File: config.mk
export PLATFORM = sky130hd
export DESIGN_NAME = fma16_unpack
export DESIGN_NICKNAME = d
export VERILOG_FILES = /design/src/rtl/fma16_pkg.sv /design/src/rtl/fma16_unpack.sv
export SDC_FILE = /design/constraint.sdc
export NUM_CORES = 1
export LEC_CHECK = 0
export ABC_CLOCK_PERIOD_IN_PS = 1500
export CAP_MARGIN = 10
export CORE_ASPECT_RATIO = 2
export CORE_UTILIZATION = 43
export CTS_BUF_LIST = sky130_fd_sc_hd__clkbuf_8
export DETAILED_ROUTE_END_ITERATION = 12
export PLACE_DENSITY_LB_ADDON = 0.2
export RECOVER_POWER = 100
export SYNTH_ARGS = -nofsm -noshare
export SYNTH_HDL_FRONTEND = slang
export SYNTH_SLANG_ARGS = --single-unit
File: constraint.sdc
create_clock -name clk -period 1.5 [get_ports clk]
set_input_delay 0.225 -clock clk [delete_from_list [all_inputs] [get_ports clk]]
set_output_delay 0.225 -clock clk [all_outputs]
set_load 0.05 [all_outputs]
File: src/rtl/fma16_pkg.sv
// Shared definitions for the binary16 operand unpacker.
// Holds the FSM state encoding, the field widths, the exponent constants
// and the registered result payload type.
package fma16_pkg;

    localparam int unsigned FRAC_W  = 10;
    localparam int unsigned EXPF_W  = 5;
    localparam int unsigned X_W     = 16;
    localparam int unsigned EXP_W   = 7;
    localparam int unsigned MANT_W  = FRAC_W + 1;
    localparam int unsigned BIAS    = 15;
    localparam int unsigned EXP_MAX = 31;

    // Unbiased exponent of a subnormal before normalization (1 - BIAS = -14)
    localparam logic [EXP_W-1:0] E_SUB_INIT = 7'h72;
    // Exponent reported for Inf/NaN (EXP_MAX - BIAS)
    localparam logic [EXP_W-1:0] E_SPECIAL  = 7'd16;

    typedef enum logic [1:0] {
        IDLE = 2'd0,
        NORM = 2'd1,
        DONE = 2'd2
    } state_t;

    typedef struct packed {
        logic              s;
        logic [EXP_W-1:0]  e;
        logic [MANT_W-1:0] m;
        logic              zero;
        logic              sub;
        logic              inf;
        logic              nan;
        logic              snan;
    } result_t;

endpackage

File: src/rtl/fma16_unpack.sv
// Unpacks a binary16 operand into sign, unbiased two's-complement exponent,
// normalized 11-bit mantissa and class flags. Subnormals are normalized by
// an iterative one-bit-per-cycle shifter.
// Ports:
//   clk, reset             clock; asynchronous active-high reset
//   in_valid/in_ready/in_x operand handshake, in_ready high only in IDLE
//   out_valid/out_ready    result handshake, result held while stalled
//   out_s/out_e/out_m      sign, exponent (7b signed), mantissa (bit 10 = leading one)
//   out_zero/sub/inf/nan/snan classification flags
module fma16_unpack
    import fma16_pkg::*;
(
    input  logic              clk,
    input  logic              reset,
    input  logic              in_valid,
    input  logic [X_W-1:0]    in_x,
    output logic              in_ready,
    output logic              out_valid,
    input  logic              out_ready,
    output logic              out_s,
    output logic [EXP_W-1:0]  out_e,
    output logic [MANT_W-1:0] out_m,
    output logic              out_zero,
    output logic              out_sub,
    output logic              out_inf,
    output logic              out_nan,
    output logic              out_snan
);

    state_t  state, state_next;
    result_t res, res_next;

    logic [EXPF_W-1:0] x_exp;
    logic [FRAC_W-1:0] x_frac;

    assign x_exp  = in_x[X_W-2 -: EXPF_W];
    assign x_frac = in_x[FRAC_W-1:0];

    // Next-state and datapath update
    always_comb begin
        state_next = state;
        res_next   = res;
        case (state)
            IDLE: begin
                if (in_valid) begin
                    res_next   = '0;
                    res_next.s = in_x[X_W-1];
                    if (x_exp == '0 && x_frac == '0) begin
                        res_next.zero = 1'b1;
                        state_next    = DONE;
                    end else if (x_exp == '0) begin
                        res_next.sub = 1'b1;
                        res_next.m   = {1'b0, x_frac};
                        res_next.e   = E_SUB_INIT;
                        state_next   = NORM;
                    end else if (x_exp == EXPF_W'(EXP_MAX)) begin
                        res_next.m    = {1'b1, x_frac};
                        res_next.e    = E_SPECIAL;
                        res_next.inf  = (x_frac == '0);
                        res_next.nan  = (x_frac != '0);
                        res_next.snan = (x_frac != '0) && !x_frac[FRAC_W-1];
                        state_next    = DONE;
                    end else begin
                        res_next.m = {1'b1, x_frac};
                        res_next.e = EXP_W'({2'b00, x_exp}) - EXP_W'(BIAS);
                        state_next = DONE;
                    end
                end
            end
            NORM: begin
                res_next.m = {res.m[MANT_W-2:0], 1'b0};
                res_next.e = res.e - EXP_W'(1);
                // Finish when the bit being shifted into position 10 is the leading one
                if (res.m[MANT_W-2]) begin
                    state_next = DONE;
                end
            end
            DONE: begin
                if (out_ready) begin
                    state_next = IDLE;
                end
            end
            default: begin
                state_next = IDLE;
            end
        endcase
    end

    // State, result and handshake registers
    always_ff @(posedge clk or posedge reset) begin
        if (reset) begin
            state     <= IDLE;
            res       <= '0;
            in_ready  <= 1'b1;
            out_valid <= 1'b0;
        end else begin
            state     <= state_next;
            res       <= res_next;
            in_ready  <= (state_next == IDLE);
            out_valid <= (state_next == DONE);
        end
    end

    assign out_s    = res.s;
    assign out_e    = res.e;
    assign out_m    = res.m;
    assign out_zero = res.zero;
    assign out_sub  = res.sub;
    assign out_inf  = res.inf;
    assign out_nan  = res.nan;
    assign out_snan = res.snan;

endmodule

==> results of run 1 <==
-- logic make-up (layout without fill, tap and decap cells) --
logic type      after synthesis  count (layout)  synth area share [%]
compound gates               46              46                 22.20
mux                           1               1                0.6993
buf+inv                      16              85                 4.283
flops                        28              28                 49.04
fa+ha+maj                     4               4                 3.497
simple gates                 55              55                 19.06
xor+xnor                      2               2                 1.224
-- layer usage --
| layer | vias up | global-route usage (%) | share of wire, % |
|---|---|---|---|
| li1 | 695 | - | - |
| met1 | 697 | 27.84 | 36 |
| met2 | 48 | 44.49 | 57 |
| met3 | 12 | 2.381 | 3.1 |
| met4 | 0 | 13.07 | 3.0 |
| met5 | - | 0 | 0 |
-- final cells by class --
| class | count | share of cell area (%) |
|---|---|---|
| Multi-Input combinational cell | 108 | 31.77 |
| Sequential cell | 28 | 31.32 |
| Timing Repair Buffer | 74 | 30.04 |
| Inverter | 7 | 1.954 |
| Clock buffer | 3 | 1.843 |
| Tap cell | 31 | 1.731 |
| Clock inverter | 1 | 1.340 |
-- where the power goes --
part	internal [W]	total, W	switching (W)
Combinational	0.000534	0.00155	0.00102
Clock	0.000358	0.000597	0.000240
Sequential	0.000935	0.00111	0.000171
Total	0.00183	0.00326	0.00143
-- placed cells by master (no fill, tap or decap), drive strengths merged, types with 2 or more instances in the layout --
cell type / n
ha: 4
nor3: 2
clkdlybuf4s50: 13
dlymetal6s2s: 16
o31ai: 3
nor2: 9
a22oi: 10
o21ai: 17
nand4: 2
inv: 7
nand3: 5
dfrtp: 27
a221o: 2
nand2: 23
dlygate4sd2: 3
and3: 2
nor3b: 2
a21oi: 3
nor4: 2
nor2b: 3
clkbuf: 17
o221ai: 3
buf: 27
-- what timing repair did --
action / 4_1_cts / 5_1_grt
resized for setup: 15 / 8
pin swaps: 1 / 2
endpoints found under the setup margin: 16 / 7
buffers inserted: 0 / 3
-- worst max-delay path by stage --
stage | to | slack [ns] | cells after the start
floorplan | out_valid | -0.09 | 6
global placement | out_e[5] | -0.71 | 9
detailed placement | out_e[5] | -0.81 | 9
CTS | out_inf | 0.02 | 6
global route | out_inf | 0.007 | 6
finish | out_e[5] | 0.03 | 9
-- registers in the layout (all words and copies together), names as in the netlist --
name and cells:
in_ready 1, out_e 7, out_inf 1, out_m 11, out_nan 1, out_s 1
out_snan 1, out_sub 1, out_valid 1, out_zero 1, state 2
-- worst reg2reg max path, stage by stage, from the launching register on --
cell and delay [ns]:
dfrtp_1 0.41, or3b_2 0.52, clkbuf_8 0.18, o31ai_1 0.25
-- through the flow --
stage / std cells / setup TNS, ns
global placement: 245 / -9.064
detailed placement: 245 / -10.41
global route: 252 / 0
finish: 252 / 0
CTS: 249 / 0
floorplan: 152 / -0.1795
==> summary.md, run 1 <==
| Metric | Value |
|---|---|
| Status | complete, no violations |
| EDFF count, synth | 0 |
| WL final | 4132 microns |
| Synth Cell Area | 0.001431 sq mm |
| Worst Setup Path Type | in -> reg |
| Slew HR | 52.93% |
| Initial DRT Pass Iterations | 4 |
| Vias after detailed routing | 1452 |
| CTS tree | yes |
| Post-synth top cells | dfrtp_1, nand2_1, o21ai_0 |
| CTS Buf Count | 3 |
| Vias in the first global route | 1563 |
| Max-cap violation count | 0 |
| Final ANT Viol Nets | 0 |
| Area contributors post-synth | dfrtp_1, nand2_1, o21ai_0 |
| Worst-case reg-to-reg path depth | 3 |
| NumNets Final | 246 |
| Setup crit start | in_x[11] |
| Synth warn | 0 |
| Post-DP Area | 0.002337 sq mm |
| Global-route wire length before repair | 7051 microns |
| FILL cells | 245 |
| CP endpoint kind | register |
| GP Congestion | 0.8315 |
| Multi-input logic area | 711.9 sq um |
| CP Launch Type | input pin |
| Pleak | 1.190 nW |
| Worst slew pin tran | 0.7060 ns |
| Final Util | 70.99% |
| Register Area | 701.9 sq um |
| Die Ht | 83.59 microns |
| Critical R2R Capture | out_inf |
| Diode count | 0 |
| CTS root buf | clkbuf_8 |
| Post-layout min period | 1.468 ns |
| Worst EP arrival | 1.69 ns |
| Final WS setup | 0.03249 ns |
| Vias/cell | 5.762 |
| Crit path buf inv count | 2 |
| Hold Path Sink | out_e[0] |
| Netlist cell types | 40 |
| Rows | 29 |
| Final hold vios | 0 |
| Drt wl/cell | 16.40 microns |
| Reg clk slew, reported paths | 0.10 ns |
| Total die area | 0.003577 sq mm |
| Post-place setup slack | -0.8137 ns |
| Final slew viol count | 0 |
| Overall power | 0.003256 W |
| Required time worst endpoint | 1.73 ns |
| Initial Util | 45.34% |
| Post-synthesis cell count | 152 |
| Hold WC Path Type | in -> reg |
| GR Util All Layers | 25.00% |
| CP delay by family, top | simple AND/OR/NAND/NOR gates |
| First DRT Iteration DRCs | 57 |
| Syn_area_per_cell | 9.417 sq um |
| Area Overhead vs Synth | 56.56% |
| Ys async rst share | 100.0% |
| Share of the synthesized area in the top cell type | 47.20% |
| Register area share after synthesis | 49.04% |
| Fin Hold WS | 0.3942 ns |
| Worst-Skew Late Latency | 0.28 ns |
| Die Wd | 42.80 microns |
| CP Max Fanout | 3 |
| Grt ovf | 0 |
| Core area | 0.003157 sq mm |
| Htree depth | 1 |
| RSZ-0062 raised after global routing | false |
| Most common cell in the netlist | dfrtp_1 |
| CP cell instances | buf_2, buf_4, ha_1, and3_2, ha_2, nor2_1, o311ai_2, nand3_1, and3_1 |
| P per Cell Area | 1453 mW/mm^2 |
| Hold-critical path depth | 3 |
| Top FF cell, synth | dfrtp_1 |
| Clock Tree Buf Depth | 2 |
| I/O pins | 46 |
| Initial antenna violation count | 0 |
| Final setup fails | 0 |
| Max rail drop VDD | 1319 uV |
| Clock sink count | 28 |
| Cell area after layout | 0.002241 sq mm |
| Area leader, netlist | dfrtp_1 |
| # hold bufs at CTS | 0 |
| Period utilization | 97.83% |
| Reg2reg start | state[1] |
| Crit-path max cell delay | 0.22 ns |
| DR DRC count | 0 |
| Net Count, Synth | 176 |
| Hold path startpoint | in_x[10] |
| Reg-to-reg slack, setup | 0.04 ns |
| Register bit total from synthesis | 28 |
| Fmax | 681.4 MHz |
| Clk_skew | 0.008553 ns |
| Largest net degree at the start of global routing | 29 |
| Layout cells sized above 1 | 25.34% |
| I/O Buffers | 45 |
| DP HPWL | 3220 microns |
| Worst path slowest cell | and3_2 |
Note: power is estimated with default switching activity, not from simulation.
==> inputs of run 2 (changes only) <==
--- a/config.mk
+++ b/config.mk
@@ -5,12 +5,13 @@
 export SDC_FILE = /design/constraint.sdc
 export NUM_CORES = 1
 export LEC_CHECK = 0
-export ABC_CLOCK_PERIOD_IN_PS = 1500
+export ABC_CLOCK_PERIOD_IN_PS = 1430
 export CAP_MARGIN = 10
 export CORE_ASPECT_RATIO = 2
-export CORE_UTILIZATION = 43
+export CORE_UTILIZATION = 47
 export CTS_BUF_LIST = sky130_fd_sc_hd__clkbuf_8
 export DETAILED_ROUTE_END_ITERATION = 12
+export MAX_ROUTING_LAYER = met4
 export PLACE_DENSITY_LB_ADDON = 0.2
 export RECOVER_POWER = 100
 export SYNTH_ARGS = -nofsm -noshare
==> constraint.sdc (replaced) <==
create_clock -name clk -period 1.43 [get_ports clk]
set_input_delay 0.2145 -clock clk [delete_from_list [all_inputs] [get_ports clk]]
set_output_delay 0.2145 -clock clk [all_outputs]
set_load 0.05 [all_outputs]
==> run 2 against run 1 <==
The run now ends with negative setup slack left. Clock power is 6.9% higher. Wire length is 33% higher. Die area is 8.2% lower. Sequential power is 14% higher. Largest cell class unchanged. Hold slack worse by 0.17 ns. Critical endpoint is now out_e[3]. Critical path type is now reg -> reg. Non-clock buffer count is 3 higher. First-iteration DRC count is 100% higher. Sequential cell count stayed put. Register-to-register slack worse by 0.08 ns. Largest power group unchanged. Global-route usage is 10 points higher. Critical path depth is 5 lower. Final cell count is 1.2% higher.
==> summary.md, run 2 (synthesized netlist as in run 1, its figures left out) <==
| Metric | Value |
|---|---|
| M2 GR Usage | 54.53% (was 44.49%) |
| Drt wl/cell | 21.47 microns (was 16.40 microns) |
| Register Area | 706.9 sq um (was 701.9 sq um) |
| Post-layout min period | 1.471 ns |
| Final hold vios | 0 (unchanged) |
| Combinational share of power | 48.4% (was 47.7%) |
| Vias after detailed routing | 1623 (was 1452) |
| Area Overhead vs Synth | 67.57% (was 56.56%) |
| Initial antenna violation count | 0 (unchanged) |
| First DRT Iteration DRCs | 116 (was 57) |
| Global-route wire length before repair | 7693 microns (was 7051 microns) |
| Commonest non-fill, non-tap cell in the layout | buf_4 (was dfrtp_1) |
| Clock sink count | 28 (unchanged) |
| Crit path buf inv count | 0 (was 2) |
| WL final | 5476 microns (was 4132 microns) |
| Diode count | 0 (unchanged) |
| P_sw | 0.001637 W (was 0.001429 W) |
| Slew HR | 51.35% (was 52.93%) |
| Grt ovf | 0 (unchanged) |
| Global Route met1 Usage | 36.53% (was 27.84%) |
| Worst Setup Path Type | reg -> reg (was in -> reg) |
| Pint | 0.002039 W (was 0.001827 W) |
| Max rail drop VDD | 1313 uV (was 1319 uV) |
| Failing checks | negative setup slack |
| Vias/cell | 6.365 (was 5.762) |
| DP HPWL | 3350 microns (was 3220 microns) |
| CTS root buf | clkbuf_8 (unchanged) |
| Rows | 28 (was 29) |
| GP Congestion | 0.7587 (was 0.8315) |
| Max-cap violation count | 0 (unchanged) |
| Net Sw Frac | 44.53% (was 43.88%) |
| Vias in the first global route | 1614 (was 1563) |
| Global route hottest layer | met2 (unchanged) |
| Clock Tree Buf Depth | 2 (unchanged) |
| Reg clk slew, reported paths | 0.10 ns (about the same) |
| Crit-path max cell delay | 0.48 ns (was 0.22 ns) |
| # hold bufs at CTS | 0 (unchanged) |
| CTS tree | yes (unchanged) |
| Sequential Power Share | 34.3% (was 34.0%) |
| Worst path slowest cell | dfrtp_2 (was and3_2) |
| Core area | 0.002943 sq mm (was 0.003157 sq mm) |
| CP cell instances | nor3_1, nor2_1, o21ai_0, o221ai_2 (was buf_2, buf_4, ha_1, and3_2, ha_2, nor2_1, o311ai_2, nand3_1, and3_1) |
| Worst-Skew Late Latency | 0.28 ns (about the same) |
| Fmax | 679.9 MHz |
| CP Max Fanout | 6 (was 3) |
| DR DRC count | 0 (unchanged) |
| Commonest non-fill, non-tap cells in the layout | buf_4, dfrtp_1, nand2_1 (was dfrtp_1, nand2_1, buf_4) |
| P per Cell Area | 1533 mW/mm^2 (was 1453 mW/mm^2) |
| Required time worst endpoint | 1.59 ns (was 1.73 ns) |
| Htree depth | 1 (unchanged) |
| CP Launch Type | register (was input pin) |
| Clk_skew | 0.003555 ns (was 0.008553 ns) |
| Final Non-Filler Cells | 255 (was 252) |
| I/O Buffers | 45 (unchanged) |
| NumNets Final | 250 (was 246) |
| Worst slew pin tran | 0.7297 ns (was 0.7060 ns) |
| GR Util All Layers | 35.20% (was 25.00%) |
| Final ANT Viol Nets | 0 (unchanged) |
| Pleak | 1.124 nW (was 1.190 nW) |
| Status | complete, but fails checks (was complete, no violations) |
| Largest net degree at the start of global routing | 29 (unchanged) |
| Placed cell count | 247 (was 245) |
| Total die area | 0.003283 sq mm (was 0.003577 sq mm) |
| Met3 usage | 8.635% (was 2.381%) |
| Initial DRT Pass Iterations | 4 (unchanged) |
| RSZ-0062 raised after global routing | true (was false) |
| CTS Buf Count | 3 (unchanged) |
| Die Ht | 80.05 microns (was 83.59 microns) |
| FILL cells | 161 (was 245) |
| Max FFs per register | 11 (unchanged) |
| Final slew viol count | 0 (unchanged) |
| CP endpoint kind | register (unchanged) |
| Final WS setup | -0.04071 ns (was 0.03249 ns) |
| Worst EP arrival | 1.63 ns (was 1.69 ns) |
| Initial Util | 48.64% (was 45.34%) |
| Hold WC Path Type | in -> reg (unchanged) |
| Final setup fails | 2 (was 0) |
| Die Wd | 41.02 microns (was 42.80 microns) |
| I/O pins | 46 (unchanged) |
| CP delay by family, top | flip-flops (was simple AND/OR/NAND/NOR gates) |
| Multi-input logic area | 835.8 sq um (was 711.9 sq um) |
| Final setup TNS | -0.04331 ns (was 0 ns) |
| Layout cells sized above 1 | 42.22% (was 25.34%) |
| Period utilization | 102.8% |
| Clock network power share | 17.4% (was 18.3%) |
==> run 2: per-stage QoR <==
step / hold slack, ns / area (sq um) / util (%) / power (W) / worst slack, ns
6_report: 0.2223 / 2399 / 81.51 / 0.003676 / -0.04071
5_1_grt: 0.2413 / 2399 / 81.51 / 0.003813 / -0.07899
4_1_cts: 0.3146 / 2510 / 85.29 / 0.003962 / 0.001796
3_5_place_dp: 0.5347 / 2412 / 81.97 / 0.003323 / -0.8852
3_3_place_gp: 0.5251 / 2412 / 81.97 / 0.003263 / -0.7740
2_1_floorplan: 0.2790 / 1509 / - / 0.002175 / -0.1490
==> run 2: worst reg2reg max path, delay by kind of cell (launching register included) <==
family,cells,cell delay (ns)
compound gates,2,0.42
flops,1,0.48
simple gates,2,0.46
==> run 2: timing repair <==
| item | 4_1_cts | 5_1_grt |
|---|---|---|
| pin swaps | 7 | 10 |
| buffers inserted | 1 | 2 |
| resized for setup | 24 | 31 |
| setup endpoints to repair | 16 | 15 |
| gates cloned | 0 | 1 |
==> run 2: area by class of cell <==
cell class | instances | area share (%)
Multi-Input combinational cell | 109 | 34.85
Timing Repair Buffer | 77 | 29.32
Clock buffer | 3 | 1.721
Inverter | 7 | 1.826
Tap cell | 30 | 1.565
Sequential cell | 28 | 29.47
Clock inverter | 1 | 1.252
==> run 2: metal layers <==
metal / up-vias / part of all wire (%)
met5: - / 0
met4: 0 / 6.4
met3: 29 / 6.0
met2: 96 / 55
met1: 804 / 32
li1: 694 / -
==> run 2: path summary, 6_finish.rpt <==
check                      depth (start not counted)     start  endpoint  slack, ns
min in group asynchronous                          3     reset  out_m[8]       0.57
max reg2reg                                        4  out_e[0]  out_e[3]      -0.04
max                                                4  out_e[0]  out_e[3]      -0.04
min                                                2   in_x[0]  out_m[0]       0.22
min reg2reg                                        2   out_inf   out_inf       0.50
max in group asynchronous                          3     reset  state[1]       0.35
==> run 2: power groups by stage <==
stage / logic (W) / registers [W] / clock network [W]
floorplan: 0.000375 / 0.00180 / 0
global placement: 0.00197 / 0.00129 / 0
detailed placement: 0.00202 / 0.00130 / 0
CTS: 0.00203 / 0.00130 / 0.000632
global route: 0.00187 / 0.00127 / 0.000669
finish: 0.00178 / 0.00126 / 0.000638
